`config.mk`:
```
export PLATFORM = sky130hd
export DESIGN_NAME = trace_scheduler_flat
export DESIGN_NICKNAME = d
export VERILOG_FILES = /design/src/rtl/trace_pkg.sv /design/src/rtl/trace_scheduler_if.sv /design/src/rtl/trace_scheduler_depth_shader.sv /design/src/rtl/trace_scheduler.sv /design/src/flat_wrapper.sv
export SDC_FILE = /design/constraint.sdc
export NUM_CORES = 1
export LEC_CHECK = 0
export ABC_AREA = 0
export BUFFER_PORTS_ARGS = -buffer_cell sky130_fd_sc_hd__buf_2
export CAP_MARGIN = 25
export CORE_MARGIN = 8
export CORE_UTILIZATION = 25
export CTS_CLUSTER_DIAMETER = 150
export CTS_CLUSTER_SIZE = 10
export DETAILED_ROUTE_END_ITERATION = 8
export SLEW_MARGIN = 10
export SYNTH_ARGS = -nofsm -noshare
export SYNTH_HDL_FRONTEND = slang
export SYNTH_SLANG_ARGS = --single-unit
```
`constraint.sdc`:
```
create_clock -name Clk -period 2.2 [get_ports Clk]
set_input_delay 0.11 -clock Clk [delete_from_list [all_inputs] [get_ports Clk]]
set_output_delay 0.11 -clock Clk [all_outputs]
set_load 0.02 [all_outputs]
```
`src/rtl/trace_pkg.sv`:
```
// Shared types, constants and state encoding for the trace_scheduler slice.
package trace_pkg;

   typedef logic [31:0] fixed_real;   // 16.16 unsigned fixed point
   typedef logic [23:0] color;        // 8-bit R, G, B

   typedef struct packed {
      fixed_real x;
      fixed_real y;
      fixed_real z;
   } vector;

   localparam fixed_real T_FAR = 32'h0100_0000;

   typedef enum logic [2:0] {
      IDLE,
      SETUP,
      TEST,
      WRITE,
      ADVANCE,
      DONE
   } trace_state_t;

   // Index width for a count of n items, never narrower than one bit.
   function automatic int idx_w(input int n);
      return (n > 1) ? $clog2(n) : 1;
   endfunction

endpackage

```
`src/rtl/trace_scheduler_if.sv`:
```
// Pixel-sequencer bundle: frame control, sphere mux select, collision unit and frame-buffer handshake.
interface trace_scheduler_if #(
   parameter int NUM_SPHERES = 4
);
   import trace_pkg::*;

   localparam int SPH_W = idx_w(NUM_SPHERES);

   logic             start;
   logic             busy;
   logic             frame_done;
   logic [9:0]       WriteX;
   logic [9:0]       WriteY;
   logic [SPH_W-1:0] sph_idx;
   color             sph_col;
   fixed_real        cd_tbest;
   fixed_real        cd_tnew;
   logic             cd_collide;
   logic             fb_write;
   color             fb_color;
   logic             fb_ack;

   modport master (
      input  start, sph_col, cd_tnew, cd_collide, fb_ack,
      output busy, frame_done, WriteX, WriteY, sph_idx, cd_tbest, fb_write, fb_color
   );

   modport slave (
      output start, sph_col, cd_tnew, cd_collide, fb_ack,
      input  busy, frame_done, WriteX, WriteY, sph_idx, cd_tbest, fb_write, fb_color
   );

endinterface

```
`src/rtl/trace_scheduler_depth_shader.sv`:
```
// depth_shader: darkens a hit color by the integer part of its distance, saturated at 3.
// Only present when TRACE_DEPTH_SHADE_EN is defined.
`ifdef TRACE_DEPTH_SHADE_EN
module depth_shader
   import trace_pkg::*;
(
   input  color        col_i,
   input  logic [15:0] tint_i,
   output color        col_o
);

   function automatic logic [1:0] sat_shift(input logic [15:0] t);
      return (t > 16'd3) ? 2'd3 : t[1:0];
   endfunction

   logic [1:0] shift;

   assign shift = sat_shift(tint_i);
   assign col_o = {col_i[23:16] >> shift, col_i[15:8] >> shift, col_i[7:0] >> shift};

endmodule
`endif

```
`src/rtl/trace_scheduler.sv`:
```
// trace_scheduler: scans every pixel, tests the look ray against each sphere and writes the nearest color.
// Build option TRACE_DEPTH_SHADE_EN enables depth shading of hit colors via depth_shader.
module trace_scheduler
   import trace_pkg::*;
#(
   parameter int        H_RES       = 640,
   parameter int        V_RES       = 480,
   parameter int        NUM_SPHERES = 4,
   parameter int        LUT_LAT     = 2,
   parameter fixed_real T_FAR       = trace_pkg::T_FAR,
   parameter color      BG_COLOR    = 24'h000000
) (
   input logic               Clk,
   input logic               Reset_n,
   trace_scheduler_if.master bus
);

   localparam int                SPH_W     = idx_w(NUM_SPHERES);
   localparam int                WAIT_W    = idx_w(LUT_LAT);
   localparam logic [WAIT_W-1:0] WAIT_INIT = WAIT_W'(LUT_LAT - 1);
   localparam logic [SPH_W-1:0]  IDX_LAST  = SPH_W'(NUM_SPHERES - 1);
   localparam logic [9:0]        X_LAST    = 10'(H_RES - 1);
   localparam logic [9:0]        Y_LAST    = 10'(V_RES - 1);

   trace_state_t      state_q, state_d;
   logic [9:0]        x_q, x_d;
   logic [9:0]        y_q, y_d;
   logic [SPH_W-1:0]  idx_q, idx_d;
   logic [WAIT_W-1:0] wait_q, wait_d;
   fixed_real         tbest_q, tbest_d;
   color              best_col_q, best_col_d;
   color              out_col;

   always_ff @(posedge Clk or negedge Reset_n) begin
      if (!Reset_n) begin
         state_q    <= IDLE;
         x_q        <= '0;
         y_q        <= '0;
         idx_q      <= '0;
         wait_q     <= '0;
         tbest_q    <= T_FAR;
         best_col_q <= '0;
      end else begin
         state_q    <= state_d;
         x_q        <= x_d;
         y_q        <= y_d;
         idx_q      <= idx_d;
         wait_q     <= wait_d;
         tbest_q    <= tbest_d;
         best_col_q <= best_col_d;
      end
   end

   always_comb begin
      state_d    = state_q;
      x_d        = x_q;
      y_d        = y_q;
      idx_d      = idx_q;
      wait_d     = wait_q;
      tbest_d    = tbest_q;
      best_col_d = best_col_q;

      unique case (state_q)
         IDLE: begin
            if (bus.start) begin
               state_d = SETUP;
               x_d     = '0;
               y_d     = '0;
               wait_d  = WAIT_INIT;
            end
         end
         // Hold here while the angle and ray LUTs settle on the new WriteX/WriteY.
         SETUP: begin
            tbest_d    = T_FAR;
            best_col_d = BG_COLOR;
            idx_d      = '0;
            if (wait_q == '0) begin
               state_d = TEST;
            end else begin
               wait_d = wait_q - 1'b1;
            end
         end
         // Strict compare keeps the lower sphere index on equal distance.
         TEST: begin
            if (bus.cd_collide && (bus.cd_tnew < tbest_q)) begin
               tbest_d    = bus.cd_tnew;
               best_col_d = bus.sph_col;
            end
            if (idx_q == IDX_LAST) begin
               state_d = WRITE;
            end else begin
               idx_d = idx_q + 1'b1;
            end
         end
         WRITE: begin
            if (bus.fb_ack) begin
               state_d = ADVANCE;
            end
         end
         ADVANCE: begin
            wait_d  = WAIT_INIT;
            state_d = SETUP;
            if (x_q == X_LAST) begin
               if (y_q == Y_LAST) begin
                  state_d = DONE;
               end else begin
                  x_d = '0;
                  y_d = y_q + 1'b1;
               end
            end else begin
               x_d = x_q + 1'b1;
            end
         end
         DONE: begin
            state_d = IDLE;
         end
         default: begin
            state_d = IDLE;
         end
      endcase
   end

   // A hit always leaves tbest below T_FAR, so the comparison doubles as the hit flag.
`ifdef TRACE_DEPTH_SHADE_EN
   color shaded_col;

   depth_shader u_depth_shader (
      .col_i  (best_col_q),
      .tint_i (tbest_q[31:16]),
      .col_o  (shaded_col)
   );

   assign out_col = (tbest_q < T_FAR) ? shaded_col : best_col_q;
`else
   assign out_col = best_col_q;
`endif

   assign bus.busy       = (state_q != IDLE) && (state_q != DONE);
   assign bus.frame_done = (state_q == DONE);
   assign bus.fb_write   = (state_q == WRITE);
   assign bus.fb_color   = (state_q == WRITE) ? out_col : '0;
   assign bus.WriteX     = x_q;
   assign bus.WriteY     = y_q;
   assign bus.sph_idx    = idx_q;
   assign bus.cd_tbest   = tbest_q;

endmodule

```
`src/flat_wrapper.sv`:
```
// flat-port wrapper written by rule: the top's interface ports become plain ports
module trace_scheduler_flat import trace_pkg::*;
#(
   parameter int        H_RES       = 640,
   parameter int        V_RES       = 480,
   parameter int        NUM_SPHERES = 4,
   parameter int        LUT_LAT     = 2,
   parameter fixed_real T_FAR       = trace_pkg::T_FAR,
   parameter color      BG_COLOR    = 24'h000000
)
  (Clk, Reset_n, bus_start, bus_sph_col, bus_cd_tnew, bus_cd_collide, bus_fb_ack, bus_busy, bus_frame_done, bus_WriteX, bus_WriteY, bus_sph_idx, bus_cd_tbest, bus_fb_write, bus_fb_color);
  trace_scheduler_if #(.NUM_SPHERES(NUM_SPHERES)) bus_i ();
  input logic Clk;
  input logic Reset_n;
  input wire logic [$bits(bus_i.start)-1:0] bus_start;
  input wire logic [$bits(bus_i.sph_col)-1:0] bus_sph_col;
  input wire logic [$bits(bus_i.cd_tnew)-1:0] bus_cd_tnew;
  input wire logic [$bits(bus_i.cd_collide)-1:0] bus_cd_collide;
  input wire logic [$bits(bus_i.fb_ack)-1:0] bus_fb_ack;
  output wire logic [$bits(bus_i.busy)-1:0] bus_busy;
  output wire logic [$bits(bus_i.frame_done)-1:0] bus_frame_done;
  output wire logic [$bits(bus_i.WriteX)-1:0] bus_WriteX;
  output wire logic [$bits(bus_i.WriteY)-1:0] bus_WriteY;
  output wire logic [$bits(bus_i.sph_idx)-1:0] bus_sph_idx;
  output wire logic [$bits(bus_i.cd_tbest)-1:0] bus_cd_tbest;
  output wire logic [$bits(bus_i.fb_write)-1:0] bus_fb_write;
  output wire logic [$bits(bus_i.fb_color)-1:0] bus_fb_color;
  assign bus_i.start = bus_start;
  assign bus_i.sph_col = bus_sph_col;
  assign bus_i.cd_tnew = bus_cd_tnew;
  assign bus_i.cd_collide = bus_cd_collide;
  assign bus_i.fb_ack = bus_fb_ack;
  assign bus_busy = bus_i.busy;
  assign bus_frame_done = bus_i.frame_done;
  assign bus_WriteX = bus_i.WriteX;
  assign bus_WriteY = bus_i.WriteY;
  assign bus_sph_idx = bus_i.sph_idx;
  assign bus_cd_tbest = bus_i.cd_tbest;
  assign bus_fb_write = bus_i.fb_write;
  assign bus_fb_color = bus_i.fb_color;
  trace_scheduler #(.H_RES(H_RES), .V_RES(V_RES), .NUM_SPHERES(NUM_SPHERES), .LUT_LAT(LUT_LAT), .T_FAR(T_FAR), .BG_COLOR(BG_COLOR)) u_core (.Clk(Clk), .Reset_n(Reset_n), .bus(bus_i));
endmodule
```
==> metrics.txt, run 1 <==
Seq/Total Area, Yosys 0.461; PwrDens 1230 mW/mm2; R2R depth 10; post-synthesis cell type count 54; kind of critical path flop to flop; final hold vios 0; CTS HTree Levels 3; Comb pwr share 0.509; Post-Synth Adder-Cell Area 0.0956; RSZ-0062 raised after global routing true; Synth Area in Simple Gates 0.153; Worst Hold Endpoint u_core.bus.cd_tbest[7]$_DFFE_PN0P_; Max-Cap Viols 0; ANT nets after route 0; core box area 0.0177 mm2; cts bufs inserted 9; I/O Buffers 141; Net Sw Frac 0.388; Avg Cell Area, Syn 10.3 um2; initial core utilization 0.251; placer congestion estimate 0.737; Placed Cells 810; Critical Path Source Type flop; DIE HEIGHT 149 um; setup TNS -4.37 ns; clk buf depth 2; Final period util 1.05; Synth Flop Type dfrtp_1; Worst EP required 2.43 ns; Worst R2R Start u_core.bus.cd_tbest[13]$_DFFE_PN0P_; Critical Path AT 2.54 ns; peak supply drop 0.000550 V; Hold Path Class input pin to flop; critical path endpoint category flop; Hold Startpoint bus_cd_tnew[7]; Die Wd 149 um; hold_ws 0.0168 ns; worst skew pair latency 0.34 ns; Min-Delay Path Depth 2; top cells by area, synth dfrtp_1 46%, a22o_1 11%, ha_1 9.6%; gr usage total 0.120; non-filler instance count after layout 890; largest net degree at the start of global routing 39; Vias 4067; cell with the most instances after synthesis dfrtp_1; area leader, netlist dfrtp_1; first-pass GRT wire length 21.4 mm; Async S/R FF share, synth 1.00; main combinational cell family by area after synthesis compound AO/OA/AOI/OAI gates; fill count 1732; worst slew pin tran 0.498 ns; drt wl/cell 15.3 um; Slew Limit Fails 0; clk_skew 0.0102 ns; initial antenna violation count 0; Clock Pin Slew Worst Setup and Hold Paths 0.07 ns; synth-to-layout area growth 53.2%; run status complete, but fails checks; Worst Slack Setup Final -0.111 ns; HPWL after DPL 9.29 mm; R2R Setup Slk -0.11 ns; CTS tree yes; RR Endpoint u_core.bus.cd_tbest[26]$_DFFE_PN0P_; mapped cell area 0.00445 mm2; drt pass-1 iters 4; synthesized instance count 432; mux contribution to synthesized area 0.00675; post-synthesis compound-gate area fraction 0.202; DR iter-0 viols 141; Yosys reg bits 82; Slew headroom 0.668; # clock sinks 82; die area 0.0223 mm2; fmax 0.433 GHz; final wirelength 13.7 mm; LEAKAGE 3.33 nW; Synth Net Count 527; synth warn 0; DRC viols 0; Flop pwr share 0.296; row count 49; GRT Residual Overflow 0; Net Sw Power 0.00324 W; total I/O pin count 142; Root Driver clkbuf_16; top post-synthesis cells by count 81 x dfrtp_1, 56 x a22o_1, 34 x ha_1, 33 x inv_1, 27 x nor2_1; Post-synth EDFFs 0; minimum clock period after layout 2.31 ns; vias per cell 4.57; xor/xnor share of the synthesized area 0.0157; top-area cell type share of the netlist area 0.455; final count of negative-setup-slack endpoints 55; failing checks negative setup slack; Final Net Count 751; crit-path max FO 7; Diodes inserted 0; clock power share 0.195; number of global-route vias before repair 4209; P_int 0.00512 W; share of cells above drive strength 1 0.375
## state kept, by name, summed over array words and instances (netlist names)
name,count
u_core.best_col_q,24
u_core.bus.WriteX,10
u_core.bus.WriteY,10
u_core.bus.cd_tbest,32
u_core.bus.sph_idx,2
u_core.state_q,3
u_core.wait_q,1
## cell type report
cell class	instances	area [um2]	area share
Multi-Input combinational cell	294	2300	0.338
Sequential cell	82	2070	0.303
Timing Repair Buffer	235	1710	0.251
Tap cell	229	287	0.0420
Clock buffer	10	229	0.0336
Inverter	34	128	0.0187
Clock inverter	6	91.3	0.0134
## per-stage QoR
| stage | power, W | util | setup slack, ns | area [um2] |
|---|---|---|---|---|
| 5_1_grt | 0.00904 | 0.385 | -0.218 | 6820 |
| 2_1_floorplan | 0.00497 | - | -0.0165 | 4540 |
| 3_3_place_gp | 0.00616 | 0.319 | -0.294 | 5650 |
| 3_5_place_dp | 0.00621 | 0.319 | -0.332 | 5650 |
| 6_report | 0.00837 | 0.385 | -0.111 | 6820 |
| 4_1_cts | 0.00800 | 0.365 | -0.220 | 6470 |
## worst max-delay path: stages (launching register included)
cell and delay [ns]:
dfrtp_2 0.41, inv_2 0.06, ha_4 0.20, a211oi_2 0.17
nor2_1 0.06, a311o_1 0.35, o31ai_4 0.29, nand3_2 0.12
buf_6 0.16, clkbuf_16 0.16, a22o_1 0.23
## what timing repair did
action,CTS,global route
buffers inserted,0,9
pin swaps,1,14
resized for setup,4,20
endpoints found under the hold margin,79,0
endpoints found under the setup margin,56,58
gates cloned,0,9
hold buffers,48,0
## power by group through the flow
stage | sequential (W) | clock [W] | combinational (W)
after floorplan | 0.00284 | 0 | 0.00213
after global placement | 0.00250 | 0 | 0.00366
after detailed placement | 0.00249 | 0 | 0.00372
after CTS | 0.00247 | 0.00170 | 0.00382
after global routing | 0.00257 | 0.00176 | 0.00471
final | 0.00248 | 0.00163 | 0.00426
## how the worst max path moves through the flow
stage	startpoint	end	slack, ns	cells after the start
2_1_floorplan	u_core.bus.cd_tbest[13]$_DFFE_PN0P_	u_core.bus.cd_tbest[13]$_DFFE_PN0P_	-0.02	10
3_3_place_gp	u_core.bus.cd_tbest[2]$_DFFE_PN0P_	u_core.bus.cd_tbest[18]$_DFFE_PN0P_	-0.29	9
3_5_place_dp	u_core.bus.cd_tbest[24]$_DFFE_PN1P_	u_core.bus.cd_tbest[16]$_DFFE_PN0P_	-0.33	9
4_1_cts	u_core.bus.cd_tbest[2]$_DFFE_PN0P_	u_core.best_col_q[0]$_DFFE_PN0P_	-0.22	9
5_1_grt	u_core.bus.cd_tbest[2]$_DFFE_PN0P_	u_core.bus.cd_tbest[26]$_DFFE_PN0P_	-0.22	10
6_report	u_core.bus.cd_tbest[13]$_DFFE_PN0P_	u_core.bus.cd_tbest[26]$_DFFE_PN0P_	-0.11	10
## kinds of logic (layout without fill, tap and decap cells)
kind of cell / count (synthesis) / count (layout)
adder cells (fa/ha/maj): 34 / 34
XOR/XNOR: 8 / 8
multiplexers: 3 / 3
buffers and inverters: 57 / 285
flip-flops: 82 / 82
AO/OA/AOI/OAI: 122 / 122
AND/OR/NAND/NOR: 126 / 127
## routing by layer
layer	vias up	global-route usage	wire length, um
li1	2015	-	-
met1	1932	0.144	6000
met2	107	0.192	6350
met3	13	0.0384	1060
met4	0	0.0535	245
met5	-	0	0
## cells in the final DEF (no fill, tap or decap), types with 3 or more instances in the layout
cell             n
xnor2_1          8
nand2_1         25
buf_12           5
mux2i_1          3
inv_2            6
clkinvlp_4       3
a21oi_1         13
dfrtp_1         69
nand3_1          9
buf_6            3
o21ai_0         22
buf_2          140
nor2_1          27
inv_1           28
a21o_1           5
buf_4           33
a31oi_1          3
clkbuf_16       15
dfrtp_2         12
and2_1          24
dlygate4sd3_1   48
nor3_1           5
ha_1            27
nand3_2          3
a22o_1          56
ha_4             7
nand4_1          5
nand2b_1         3
and3_1           6
(Power assumes the default switching activity.)
==> run 2: changes to the inputs <==
==> constraint.sdc (replaced) <==
create_clock -name Clk -period 2.2 [get_ports Clk]
set_input_delay 0.11 -clock Clk [delete_from_list [all_inputs] [get_ports Clk]]
set_output_delay 0.11 -clock Clk [all_outputs]
set_load 0.05 [all_outputs]
==> metrics.txt, run 2 (same netlist as run 1, synthesis figures left out) <==
DR iter-0 viols 189 (was 141); PwrDens 1380 mW/mm2 (was 1230 mW/mm2); Net Sw Frac 0.449 (was 0.388); crit path buf inv count 2 (was 3); CP peak stage delay 0.54 ns (was 0.41 ns); register area 0.00208 mm2 (was 0.00207 mm2); Critical Path Source Type flop (unchanged); first-pass GRT wire length 21.7 mm (was 21.4 mm); final hold vios 0 (unchanged); fmax 0.426 GHz (was 0.433 GHz); DRC viols 0 (unchanged); failing checks negative setup slack (unchanged); P_int 0.00517 W (was 0.00512 W); cell with the largest stage delay on the worst path dfstp_2 (was dfrtp_2); max FFs per register 32 (unchanged); Top delay family on crit path compound AO/OA/AOI/OAI gates (unchanged); CTS tree yes (unchanged); Max-Cap Viols 0 (unchanged); CTS HTree Levels 3 (unchanged); clk buf depth 2 (unchanged); largest net degree at the start of global routing 39 (unchanged); I/O Buffers 141 (unchanged); Vias 4046 (was 4067); GRT Residual Overflow 0 (unchanged); Root Driver clkbuf_16 (unchanged); peak supply drop 0.000586 V (was 0.000550 V); Slew Limit Fails 0 (unchanged); Final period util 1.07 (was 1.05); Final Net Count 740 (was 751); initial core utilization 0.251 (unchanged); LEAKAGE 3.27 nW (was 3.33 nW); ANT nets after route 0 (unchanged); multi-input combinational cell area 0.00238 mm2 (was 0.00230 mm2); placer congestion estimate 0.752 (was 0.737); clock power share 0.165 (was 0.195); HPWL after DPL 9.53 mm (was 9.29 mm); leading cell types in the layout, fill and taps excluded 140 x buf_2, 59 x dfrtp_1, 56 x a22o_1, 38 x buf_4, 34 x dlygate4sd3_1 (was 140 x buf_2, 69 x dfrtp_1, 56 x a22o_1, 48 x dlygate4sd3_1, 33 x buf_4); critical path endpoint category flop (unchanged); kind of critical path flop to flop (unchanged); crit-path max FO 7 (unchanged); total I/O pin count 142 (unchanged); RSZ-0062 raised after global routing true (unchanged); gr usage total 0.121 (was 0.120); initial antenna violation count 1 (was 0); Net Sw Power 0.00421 W (was 0.00324 W); Flop pwr share 0.267 (was 0.296); Slew headroom 0.639 (was 0.668); setup TNS -5.87 ns (was -4.37 ns); row count 49 (unchanged); worst skew pair latency 0.34 ns (about the same); most common cell after layout, fill and taps aside buf_2 (unchanged); Worst EP required 2.41 ns (was 2.43 ns); die area 0.0223 mm2 (unchanged); drt pass-1 iters 4 (unchanged); Design Power 0.00938 W (was 0.00837 W); final count of negative-setup-slack endpoints 56 (was 55); Die Wd 149 um (unchanged); hold_ws 0.0138 ns (was 0.0168 ns); final wirelength 14.0 mm (was 13.7 mm); run status complete, but fails checks (unchanged); vias per cell 4.60 (was 4.57); CP cell instances inv_2 -> ha_1 -> a21oi_1 -> o21ai_0 -> a221oi_1 -> o21a_1 -> nand3_4 -> clkbuf_16 -> a22o_1 (was inv_2 -> ha_4 -> a211oi_2 -> nor2_1 -> a311o_1 -> o31ai_4 -> nand3_2 -> buf_6 -> clkbuf_16 -> a22o_1); Clock Pin Slew Worst Setup and Hold Paths 0.06 ns (was 0.07 ns); share of cells above drive strength 1 0.426 (was 0.375); Worst Slack Setup Final -0.150 ns (was -0.111 ns); core box area 0.0177 mm2 (unchanged); Critical Path AT 2.56 ns (was 2.54 ns); # clock sinks 82 (unchanged); number of global-route vias before repair 4158 (was 4209); clk_skew 0.0137 ns (was 0.0102 ns); minimum clock period after layout 2.35 ns (was 2.31 ns); worst slew pin tran 0.541 ns (was 0.498 ns); drt wl/cell 15.9 um (was 15.3 um); synth-to-layout area growth 52.4% (was 53.2%); Comb pwr share 0.568 (was 0.509); cts bufs inserted 9 (unchanged); Hold Path Class input pin to flop (unchanged); DIE HEIGHT 149 um (unchanged); fill count 1756 (was 1732)
## run 2: timing repair
item / in CTS / in global routing
gates resized for setup: 4 / 20
hold endpoints to repair: 67 / 0
cloned: 1 / 6
setup buffers: 1 / 4
endpoints found under the setup margin: 56 / 58
pin swaps: 0 / 10
hold buffers: 34 / 0
## run 2: worst paths after layout
check | cells after the start | endpoint | from | slack, ns
setup / recovery | 9 | u_core.best_col_q[18]$_DFFE_PN0P_ | u_core.bus.cd_tbest[24]$_DFFE_PN1P_ | -0.15
hold / removal | 2 | u_core.bus.cd_tbest[22]$_DFFE_PN0P_ | bus_cd_tnew[22] | 0.01
setup reg to reg | 9 | u_core.best_col_q[18]$_DFFE_PN0P_ | u_core.bus.cd_tbest[24]$_DFFE_PN1P_ | -0.15
hold reg to reg | 1 | u_core.best_col_q[13]$_DFFE_PN0P_ | u_core.best_col_q[13]$_DFFE_PN0P_ | 0.50
max in group asynchronous | 3 | u_core.best_col_q[18]$_DFFE_PN0P_ | Reset_n | 1.22
min in group asynchronous | 2 | u_core.bus.cd_tbest[15]$_DFFE_PN0P_ | Reset_n | 0.29
## run 2: layout make-up
| type | instances | share of cell area |
|---|---|---|
| repair buffers | 225 | 0.237 |
| inverters | 34 | 0.0188 |
| clock buffers | 13 | 0.0383 |
| clock inverters | 3 | 0.00590 |
| flip-flops and latches | 82 | 0.307 |
| diodes | 1 | 0.000369 |
| well taps | 229 | 0.0422 |
| multi-input cells | 293 | 0.351 |
## run 2: power groups by stage
stage	registers (W)	logic (W)	clock network, W
6_report	0.00250	0.00532	0.00155
5_1_grt	0.00258	0.00577	0.00167
4_1_cts	0.00249	0.00490	0.00160
3_5_place_dp	0.00251	0.00477	0
3_3_place_gp	0.00250	0.00473	0
2_1_floorplan	0.00358	0.00233	0
## run 2: layer usage
metal	global-route usage	share of wire	vias up
li1	-	-	1994
met3	0.0302	0.063	11
met4	0.0469	0.014	0
met1	0.154	0.45	1944
met5	0	0	-
met2	0.193	0.47	97
## run 2: per-stage QoR
step	utilization	std cells	worst slack, ns	cell area [um2]
final	0.383	880	-0.150	6790
after detailed placement	0.327	818	-0.215	5800
after global routing	0.383	880	-0.260	6790
after CTS	0.366	870	-0.208	6490
after floorplan	-	432	-0.131	4640
after global placement	0.327	818	-0.169	5800
==> run 3: changes to the inputs <==
--- a/config.mk
+++ b/config.mk
@@ -13,6 +13,7 @@
 export CTS_CLUSTER_DIAMETER = 150
 export CTS_CLUSTER_SIZE = 10
 export DETAILED_ROUTE_END_ITERATION = 8
+export RECOVER_POWER = 25
 export SLEW_MARGIN = 10
 export SYNTH_ARGS = -nofsm -noshare
 export SYNTH_HDL_FRONTEND = slang
==> metrics.txt, run 3 (same netlist as run 1, synthesis figures left out) <==
hold_ws 0.0138 ns (about the same); R2R depth 9 (unchanged); CTS tree yes (unchanged); DRC viols 0 (unchanged); critical path endpoint category flop (unchanged); share of cells above drive strength 1 0.425 (was 0.426); failing checks negative setup slack (unchanged); Slew headroom 0.300 (was 0.639); max FFs per register 32 (unchanged); synth-to-layout area growth 52.2% (was 52.4%); final count of negative-setup-slack endpoints 56 (unchanged); CP cell instances inv_2 -> ha_1 -> a21oi_1 -> o21ai_0 -> a221oi_1 -> o21a_1 -> nand3_4 -> clkbuf_16 -> a22o_1 (unchanged); Final period util 1.07 (about the same); Worst Slack Setup Final -0.150 ns (about the same); vias per cell 4.60 (about the same); Worst R2R Start u_core.bus.cd_tbest[24]$_DFFE_PN1P_ (unchanged); cell count along the critical path 9 (unchanged); placer congestion estimate 0.752 (unchanged); # clock sinks 82 (unchanged); worst slew pin tran 1.05 ns (was 0.541 ns); minimum clock period after layout 2.35 ns (about the same); final wirelength 14.0 mm (about the same); total I/O pin count 142 (unchanged); crit path buf inv count 2 (unchanged); clk_skew 0.0137 ns (about the same); number of global-route vias before repair 4158 (unchanged); core box area 0.0177 mm2 (unchanged); die area 0.0223 mm2 (unchanged); drt wl/cell 15.9 um (about the same); Die Wd 149 um (unchanged); cts bufs inserted 9 (unchanged); fmax 0.426 GHz (about the same); Root Driver clkbuf_16 (unchanged); HPWL after DPL 9.53 mm (unchanged); gr usage total 0.121 (unchanged); row count 49 (unchanged); drt pass-1 iters 4 (unchanged); Slew Limit Fails 0 (unchanged); R2R Setup Slk -0.15 ns (about the same); DR iter-0 viols 188 (was 189); worst skew pair latency 0.34 ns (about the same); RSZ-0062 raised after global routing true (unchanged); run status complete, but fails checks (unchanged); Critical Path Source Type flop (unchanged); clk buf depth 2 (unchanged); ANT nets after route 0 (unchanged); Clock Pin Slew Worst Setup and Hold Paths 0.06 ns (about the same); Worst EP required 2.41 ns (about the same); most common cell after layout, fill and taps aside buf_2 (unchanged); DIE HEIGHT 149 um (unchanged); GRT Residual Overflow 0 (unchanged); initial antenna violation count 1 (unchanged); cell with the largest stage delay on the worst path dfstp_2 (unchanged); initial core utilization 0.251 (unchanged); fill count 1760 (was 1756); Max-Cap Viols 0 (unchanged); Final Core Density 0.383 (about the same); crit-path max FO 7 (unchanged); CP peak stage delay 0.54 ns (about the same); crit path from u_core.bus.cd_tbest[24]$_DFFE_PN1P_ (unchanged); Vias 4048 (was 4046); RR Endpoint u_core.best_col_q[18]$_DFFE_PN0P_ (unchanged); Final Net Count 740 (unchanged); CTS HTree Levels 3 (unchanged); Top delay family on crit path compound AO/OA/AOI/OAI gates (unchanged); peak supply drop 0.000586 V (unchanged); crit path to u_core.best_col_q[18]$_DFFE_PN0P_ (unchanged); Hold Path Class input pin to flop (unchanged); final hold vios 0 (unchanged); kind of critical path flop to flop (unchanged); Critical Path AT 2.56 ns (about the same); leading cell types in the layout, fill and taps excluded 140 x buf_2, 59 x dfrtp_1, 56 x a22o_1, 35 x buf_4, 34 x dlygate4sd3_1 (was 140 x buf_2, 59 x dfrtp_1, 56 x a22o_1, 38 x buf_4, 34 x dlygate4sd3_1); largest net degree at the start of global routing 39 (unchanged); PwrDens 1380 mW/mm2 (about the same); first-pass GRT wire length 21.7 mm (unchanged); I/O Buffers 141 (unchanged); LEAKAGE 3.27 nW (about the same)
==> run 3: final cells by class <==
cell class / instances / area, um2 / share of cell area
diodes: 1 / 2.50 / 0.000369
repair buffers: 225 / 1600 / 0.236
inverters: 34 / 128 / 0.0188
clock buffers: 13 / 260 / 0.0384
flip-flops and latches: 82 / 2080 / 0.307
well taps: 229 / 287 / 0.0423
clock inverters: 3 / 40.0 / 0.00591
multi-input cells: 293 / 2380 / 0.352
==> run 3: metrics by stage <==
step                instances  power, W  setup TNS [ns]  area [um2]  setup WS [ns]
floorplan                 432   0.00591           -6.45        4640         -0.131
detailed placement        818   0.00728          -10.89        5800         -0.215
finish                    880   0.00938           -5.87        6780         -0.150
global placement          818   0.00723           -8.61        5800         -0.169
global route              880    0.0100          -12.01        6780         -0.260
CTS                       870   0.00899          -10.30        6490         -0.208
==> run 3: worst min path at each step <==
stage	cells after the start	endpoint	slack (ns)	from
floorplan	0	u_core.best_col_q[0]$_DFFE_PN0P_	-0.19	Reset_n
global placement	1	u_core.bus.cd_tbest[15]$_DFFE_PN0P_	0.14	Reset_n
detailed placement	1	u_core.bus.cd_tbest[15]$_DFFE_PN0P_	0.13	Reset_n
CTS	2	u_core.bus.cd_tbest[6]$_DFFE_PN0P_	0.0003	bus_cd_tnew[6]
global route	2	u_core.best_col_q[15]$_DFFE_PN0P_	0.006	bus_sph_col[15]
finish	2	u_core.bus.cd_tbest[22]$_DFFE_PN0P_	0.01	bus_cd_tnew[22]
==> run 3: where the power goes <==
group	internal, W	switching [W]	total [W]
clock network	0.000939	0.000610	0.00155
logic	0.00212	0.00321	0.00532
registers	0.00211	0.000394	0.00250
==> run 3: worst register-to-register path, delay by kind of cell, from the launching register on <==
family	cells	cell delay (ns)
AOI/OAI and AO/OA	5	0.98
DFF	1	0.54
buffers and inverters	2	0.29
and+or+nand+nor	1	0.23
adders and majority gates	1	0.19
==> run 3: what timing repair did <==
action                                  4_1_cts  5_1_grt
pin swaps                                     0       10
buffers inserted                              1        4
gates cloned                                  1        6
endpoints found under the hold margin        67        0
hold buffers                                 34        0
resized for setup                             4       20
endpoints found under the setup margin       56       58
==> run 3: metal layers <==
metal,share of wire,GRT usage,vias up
met5,0,0,-
met4,0.014,0.0469,0
met3,0.063,0.0302,11
met2,0.47,0.193,97
met1,0.45,0.154,1947
li1,-,-,1993
